<file path="src/rtl/hash_msg_driver.sv">
// ---------------------------------------------------------------------------
// hash_msg_driver
//   Upstream feeder for the bent-function LFSR hash core. Message words come
//   in over a valid/ready stream and are shifted MSB-first onto the core's
//   single injector bit. After the message, the driver injects a '1' marker
//   bit, then the message bit-length (LEN_W bits, MSB-first), then
//   FLUSH_CYCLES zero bits. It then captures the core output as the digest.
//   The core runs with enable tied high, so it is held cleared whenever no
//   message is in flight.
//
// Ports
//   clk           single clock
//   reset         synchronous, active-low reset (0 = reset)
//   in_valid      message word valid
//   in_data       message word
//   in_last       final word of the message, qualified by in_valid
//   in_ready      word accepted when in_valid & in_ready
//   hash_clear    core reset, 1 = core held cleared
//   inj           core injector bit
//   digest_in     core output O
//   digest_valid  captured digest available
//   digest        captured digest
//   digest_ready  digest consumed when digest_valid & digest_ready
//   busy          high in every state except IDLE
//   err           one-cycle pulse on input underrun between words
// ---------------------------------------------------------------------------
module hash_msg_driver #(
  parameter int WORD_W       = 8,
  parameter int DIGEST_W     = 32,
  parameter int LEN_W        = 16,
  parameter int FLUSH_CYCLES = 64
) (
  input  logic                clk,
  input  logic                reset,
  input  logic                in_valid,
  input  logic [WORD_W-1:0]   in_data,
  input  logic                in_last,
  output logic                in_ready,
  output logic                hash_clear,
  output logic                inj,
  input  logic [DIGEST_W-1:0] digest_in,
  output logic                digest_valid,
  output logic [DIGEST_W-1:0] digest,
  input  logic                digest_ready,
  output logic                busy,
  output logic                err
);

  localparam int BW = (WORD_W > 1) ? $clog2(WORD_W) : 1;
  localparam int LW = (LEN_W > 1) ? $clog2(LEN_W) : 1;
  localparam int FW = $clog2(FLUSH_CYCLES + 1);

  localparam logic [BW-1:0] BIT_LAST   = BW'(WORD_W - 1);
  localparam logic [LW-1:0] LEN_LAST   = LW'(LEN_W - 1);
  localparam logic [FW-1:0] FLUSH_LAST = FW'(FLUSH_CYCLES - 1);

  localparam logic [2:0] S_IDLE   = 3'd0;
  localparam logic [2:0] S_CLEAR  = 3'd1;
  localparam logic [2:0] S_LOAD   = 3'd2;
  localparam logic [2:0] S_SHIFT  = 3'd3;
  localparam logic [2:0] S_PAD    = 3'd4;
  localparam logic [2:0] S_LENGTH = 3'd5;
  localparam logic [2:0] S_FLUSH  = 3'd6;
  localparam logic [2:0] S_DONE   = 3'd7;

  logic [2:0]          state_q,  state_d;
  logic [WORD_W-1:0]   sr_q,     sr_d;
  logic                last_q,   last_d;
  logic [BW-1:0]       bit_q,    bit_d;
  logic [LEN_W-1:0]    len_q,    len_d;
  logic [LW-1:0]       lidx_q,   lidx_d;
  logic [FW-1:0]       fcnt_q,   fcnt_d;
  logic [DIGEST_W-1:0] digest_q, digest_d;

  logic in_ready_c;
  logic inj_c;
  logic err_c;

  always_comb begin
    state_d    = state_q;
    sr_d       = sr_q;
    last_d     = last_q;
    bit_d      = bit_q;
    len_d      = len_q;
    lidx_d     = lidx_q;
    fcnt_d     = fcnt_q;
    digest_d   = digest_q;
    in_ready_c = 1'b0;
    inj_c      = 1'b0;
    err_c      = 1'b0;

    case (state_q)
      S_IDLE: begin
        if (in_valid) state_d = S_CLEAR;
      end
      S_CLEAR: begin
        state_d = S_LOAD;
      end
      S_LOAD: begin
        // Core is still held cleared here, so stalling costs nothing.
        in_ready_c = 1'b1;
        if (in_valid) begin
          sr_d    = in_data;
          last_d  = in_last;
          bit_d   = '0;
          len_d   = '0;
          state_d = S_SHIFT;
        end
      end
      S_SHIFT: begin
        inj_c = sr_q[WORD_W-1];
        sr_d  = sr_q << 1;
        bit_d = bit_q + 1'b1;
        if (len_q != '1) len_d = len_q + 1'b1;
        if (bit_q == BIT_LAST) begin
          if (last_q) begin
            state_d = S_PAD;
          end else begin
            // Next word must be ready on the last bit; a gap would inject
            // spurious bits into the free-running core.
            in_ready_c = 1'b1;
            if (in_valid) begin
              sr_d   = in_data;
              last_d = in_last;
              bit_d  = '0;
            end else begin
              err_c   = 1'b1;
              state_d = S_IDLE;
            end
          end
        end
      end
      S_PAD: begin
        inj_c   = 1'b1;
        lidx_d  = '0;
        state_d = S_LENGTH;
      end
      S_LENGTH: begin
        // len_q is no longer counting, so it doubles as the output shifter.
        inj_c  = len_q[LEN_W-1];
        len_d  = len_q << 1;
        lidx_d = lidx_q + 1'b1;
        if (lidx_q == LEN_LAST) begin
          fcnt_d  = '0;
          state_d = S_FLUSH;
        end
      end
      S_FLUSH: begin
        fcnt_d = fcnt_q + 1'b1;
        if (fcnt_q == FLUSH_LAST) begin
          digest_d = digest_in;
          state_d  = S_DONE;
        end
      end
      S_DONE: begin
        if (digest_ready) state_d = S_IDLE;
      end
      default: begin
        state_d = S_IDLE;
      end
    endcase
  end

  always_ff @(posedge clk) begin
    if (!reset) begin
      state_q  <= S_IDLE;
      digest_q <= '0;
    end else begin
      state_q  <= state_d;
      digest_q <= digest_d;
    end
  end

  // Working registers are always (re)loaded before use, so they need no reset.
  always_ff @(posedge clk) begin
    sr_q   <= sr_d;
    last_q <= last_d;
    bit_q  <= bit_d;
    len_q  <= len_d;
    lidx_q <= lidx_d;
    fcnt_q <= fcnt_d;
  end

  assign in_ready     = in_ready_c;
  assign inj          = inj_c;
  assign err          = err_c;
  assign hash_clear   = (state_q == S_IDLE) || (state_q == S_CLEAR) ||
                        (state_q == S_LOAD);
  assign busy         = (state_q != S_IDLE);
  assign digest_valid = (state_q == S_DONE);
  assign digest       = digest_q;

endmodule

</file>
<file path="config.mk">
export PLATFORM = sky130hd
export DESIGN_NAME = hash_msg_driver
export DESIGN_NICKNAME = d
export VERILOG_FILES = /design/src/rtl/hash_msg_driver.sv
export SDC_FILE = /design/constraint.sdc
export NUM_CORES = 1
export LEC_CHECK = 0
export ABC_CLOCK_PERIOD_IN_PS = 4350
export CORE_MARGIN = 8
export CORE_UTILIZATION = 53
export CTS_CLUSTER_SIZE = 40
export DETAILED_ROUTE_END_ITERATION = 10
export PLACE_DENSITY = 0.85
export RECOVER_POWER = 100
export SYNTH_ARGS = -nofsm -noshare
export SYNTH_HDL_FRONTEND = slang
export SYNTH_SLANG_ARGS = --single-unit
export TNS_END_PERCENT = 100
</file>
<file path="constraint.sdc">
create_clock -name clk -period 4.35 [get_ports clk]
set_input_delay 1.305 -clock clk [delete_from_list [all_inputs] [get_ports clk]]
set_output_delay 1.305 -clock clk [all_outputs]
set_load 0.1 [all_outputs]
</file>
== After elaboration in Yosys (flattened, before gate mapping) ==
Cells that the tools add are included.
Widths: inputs -> output; s select.

* Word-level logic and storage cells: 83
* Bits in registers: 74
* Output and inout port bits: 38
* Bits of input ports: 45

* Equality and inequality tests: 19
* Multiplexer cells: 38
* Add/subtract/negate cells: 4
* Reductions and logical operators: 14

{| class="wikitable"
|+ Operators by type and width
! cell !! number
|-
| $pmux 16 s3 || 1
|-
| $mux 3 || 12
|-
| $mux 16 || 2
|-
| $mux 8 || 4
|-
| $pmux 3 s8 || 1
|-
| $add 16x1->16 const B || 1
|-
| $ne 16x16->1 const B || 1
|-
| $pmux 8 s2 || 1
|-
| $eq 3x3->1 const B || 5
|-
| $pmux 7 s2 || 1
|-
| $ne 2x2->1 const B || 6
|-
| $mux 1 || 10
|-
| $pmux 4 s2 || 1
|-
| $add 7x1->7 const B || 1
|-
| $eq 7x6->1 const B || 1
|-
| $mux 7 || 1
|-
| $reduce_and 7->1 || 1
|-
| $eq 3x2->1 const B || 2
|-
| $pmux 3 s2 || 1
|-
| $reduce_and 2->1 || 3
|-
| $reduce_and 3->1 || 2
|-
| $reduce_bool 2->1 || 3
|-
| $reduce_bool 3->1 || 2
|-
| $add 4x1->4 const B || 1
|-
| other kinds (9) || 11
|}

== Longest topological paths before layout ==
* Depth after elaboration: 5
* Mapped depth: 6
* Depth with buffers taken out: 5

== Worst setup path after synthesis ==
No wires, ideal clock.

* Kind: input-to-output
* From: input in_valid
* To: output err
* Data required time: 3.045 ns
* Path slack: -0.358 ns
* Cell stages on the path: 1
* Data arrival time: 3.403 ns
* Cells stage by stage: nor3_1

* Word-level cells in the longest chain between the ends: 4

{| class="wikitable"
|+ RTL lines
! what !! line !! RTL
|-
| start: declaration || 35 || <nowiki>input logic in_valid,</nowiki>
|-
| $mux 1 || 122 || <nowiki>if (in_valid) begin</nowiki>
|-
| $mux 1 || 116 || <nowiki>if (last_q) begin</nowiki>
|-
| $mux 1 || 115 || <nowiki>if (bit_q == BIT_LAST) begin</nowiki>
|-
| $mux 1 || 92 || <nowiki>case (state_q)</nowiki>
|-
| end: declaration || 46 || <nowiki>output logic err</nowiki>
|}

No other way between the ends.

== Worst setup path after layout ==
* From: register state_q[2]
* To: output inj

* Word-level cells in the longest chain between the ends: 2
* Elaborated cells between the ends (all ways): 4

{| class="wikitable"
|+ RTL lines
! what !! line !! RTL
|-
| start: declaration || 66 || <nowiki>logic [2:0] state_q, state_d;</nowiki>
|-
| start signal: assignment || 169 || <nowiki>state_q <= state_d;</nowiki>
|-
| $eq 3x3->1 or $eq 3x2->1 (tied branches) || 92 ||
|-
| $pmux 1 s3 (*) || 92 ||
|-
| end: declaration || 40 || <nowiki>output logic inj,</nowiki>
|}

Every way passes the cells marked *; elsewhere a longest branch is shown, timed or not.

==> metrics <==
vias in the first global route=2617; gr ovfl total=0; H-tree depth=3; failing checks=capacitance limit, slew limit; Worst EP required=just over 3 ns; Pwr per Cell Area=around 320 nW/um^2; Starting Density=a little over half; worst r2r src=state_q[1]; Syn Std Cell Area=roughly 3400 sq um; Die W=around 96 um; ant diodes=0; synth warn=0; site row count=29; Final Skew=approximately 0.0068 ns; CTS tree=done; first-pass GRT wire length=12520 um; antenna-violating nets left=0; layout cells sized above 1=approximately 6.3%; commonest non-fill, non-tap cell in the layout=nand2_1; number of synthesized flops with an enable pin=39; Netlist cell types=44; die area=a little over 9000 sq um; Final Cycle Share=between 80% and 90%; fin nets=477; Worst slew margin=-48.10%; Achievable Freq=about 260 MHz; wire length per cell=around 15 um; initial antenna violation count=0; final hold slack=0.4557 ns; clk_lat worst skew=~0.34 ns; DRC=0; Post-Syn Nets=between 300 and 400; crit path max fanout=10; final setup TNS=0 ns; RSZ-0062 raised after global routing=no; register bit total from synthesis=74; DR pass1 iterations=4; area grow syn2layout=30.13%; cts bufs inserted=9; largest net degree at the start of global routing=65; Max Cap Viol=2; Synth Instances=348; mean post-synth cell area=around 10 sq um; CTS resizes=0; Synth area leaders=edfxtp_1, dfxtp_1, nand2_1; Worst-Margin Slew=between 2 and 2.5 ns; Final setup viols=0; Post-CTS Setup Inserts=0; fill count=slightly below 500; maximum vdd drop=around 240 uV; Seq/Total Area, Yosys=between 50 and 60%; Core Area=6277 sq um; vias per cell=roughly 5.5; Tightest Hold Check Type=register to register; Period minus WS final=about 3.8 ns; Max Root-Sink Buffers=2; I/O pins=83; Synth area leader=edfxtp_1; share of the synthesized area in the top cell type=roughly a third; DP Wirelength=approximately 5700 um; slowest stage delay, CP=between 0.8 and 0.9 ns; Root Driver=clkbuf_8; most frequent cells in the layout=nand2_1, o21ai_0, clkdlybuf4s50_1, nand3_1, edfxtp_1; fraction of registers with async set or reset after synthesis=0%; CP Class=register to primary output; status=complete, but fails checks; Reg area=1872 sq um; via count=between 2k and 3k; Final Max Tran Viols=~110; Worst setup SP type=register; cts hold-fix bufs=0; GP Congestion=0.8116; Die Ht=between 90 and 100 um; slowest CP cell=clkbuf_1; DRT Wirelength=7818 um; clock slew at reported path FFs=0.08 ns; final-report hold violation count=0; Worst Setup End Kind=primary output; clock tree sinks=74; Leak=1.599 nW; Worst EP arrival=2.51 ns; Overall Global Routing Usage=between 10% and 20%; CP Cell Sequence=nor2b_1, o21ai_0, nand2_1, clkbuf_1; Crit. Startpoint=state_q[2]; DR iter-0 viols=approximately 200; Primary FF master, synth=edfxtp_1; Port-buffer cells=82; Multi-input gate area=1398 sq um; HP Start=digest[19]
## logic make-up (layout without fill, tap and decap cells)
logic type	Yosys count	count (layout)	share of synthesized area (%)
AO/OA/AOI/OAI	67	67	11.81
XOR/XNOR	14	14	3.606
AND/OR/NAND/NOR	156	156	22.44
flip-flops	74	74	55.04
buffers and inverters	25	109	2.943
adder cells (fa/ha/maj)	5	5	1.840
multiplexers	7	7	2.318
## final timing paths
path,endpoint,cells past startpoint,slack (ns)
setup / recovery,inj,4,0.53
hold / removal,digest[19],2,0.46
setup reg to reg,digest[12],4,0.96
hold reg to reg,digest[19],2,0.46
## synth_stat cells, types with 2 or more instances
| cell | count |
|---|---|
| o21ai_0 | 37 |
| nand2b_1 | 6 |
| a32o_1 | 5 |
| buf_2 | 4 |
| and3_1 | 3 |
| xor2_1 | 5 |
| nand4_1 | 4 |
| or4_1 | 2 |
| clkbuf_1 | 16 |
| o31ai_1 | 3 |
| nor2b_1 | 3 |
| o21ai_1 | 8 |
| and2_1 | 3 |
| inv_1 | 4 |
| o41ai_1 | 2 |
| nand2_1 | 60 |
| nand3_1 | 39 |
| nor2_1 | 22 |
| nor3_1 | 5 |
| edfxtp_1 | 39 |
| xnor2_1 | 9 |
| a21oi_1 | 3 |
| mux2_2 | 7 |
| ha_1 | 5 |
| dfxtp_1 | 35 |
## cell type report
class                      count  area share [%]
clock buffer                  14           4.637
timing repair buffer          89           18.69
sequential                    74           42.30
tap                           77           2.177
clock inverter                 2          0.2827
multi-input combinational    249           31.58
inverter                       4          0.3393
## metrics by stage
| stage | setup slack (ns) | cells | power [mW] | cell area [sq um] | utilization (%) |
|---|---|---|---|---|---|
| CTS | 0.7354 | 509 | 1.430 | 4501 | 71.70 |
| finish | 0.5330 | 509 | 1.412 | 4425 | 70.50 |
| global placement | 0.7589 | 493 | 0.8740 | 4283 | 68.23 |
| floorplan | 0.5310 | 348 | 0.8213 | 3406 | - |
| detailed placement | 0.7357 | 493 | 0.8770 | 4283 | 68.23 |
| global route | 0.3680 | 509 | 1.460 | 4425 | 70.50 |
## critical path: cells and delay by family, from the launching register on
kind / cells / cell delay (ns)
buffers and inverters: 1 / 0.86
AND/OR/NAND/NOR: 2 / 0.63
flip-flops: 1 / 0.48
AO/OA/AOI/OAI: 1 / 0.20
## metal layers
layer	vias to the layer above	part of all wire (%)	GRT usage, %
li1	1408	-	-
met1	1299	40	21.01
met2	58	53	28.09
met3	11	5.3	4.524
met4	0	1.7	7.682
met5	-	0	0
## sequential cells by signal, indices dropped and copies added (netlist names)
register and flops:
digest 32, len_q 16, sr_q 8, fcnt_q 7, lidx_q 4, bit_q 3
state_q 3, last_q 1
## power by group
group | internal (mW) | switching [mW] | leakage, nW | total (mW)
Sequential | 0.744 | 0.0103 | 0.671 | 0.754
Combinational | 0.0498 | 0.0532 | 0.814 | 0.103
Clock | 0.309 | 0.246 | 0.114 | 0.555
Total | 1.10 | 0.310 | 1.60 | 1.41
Power figures use the tool's default switching activity.
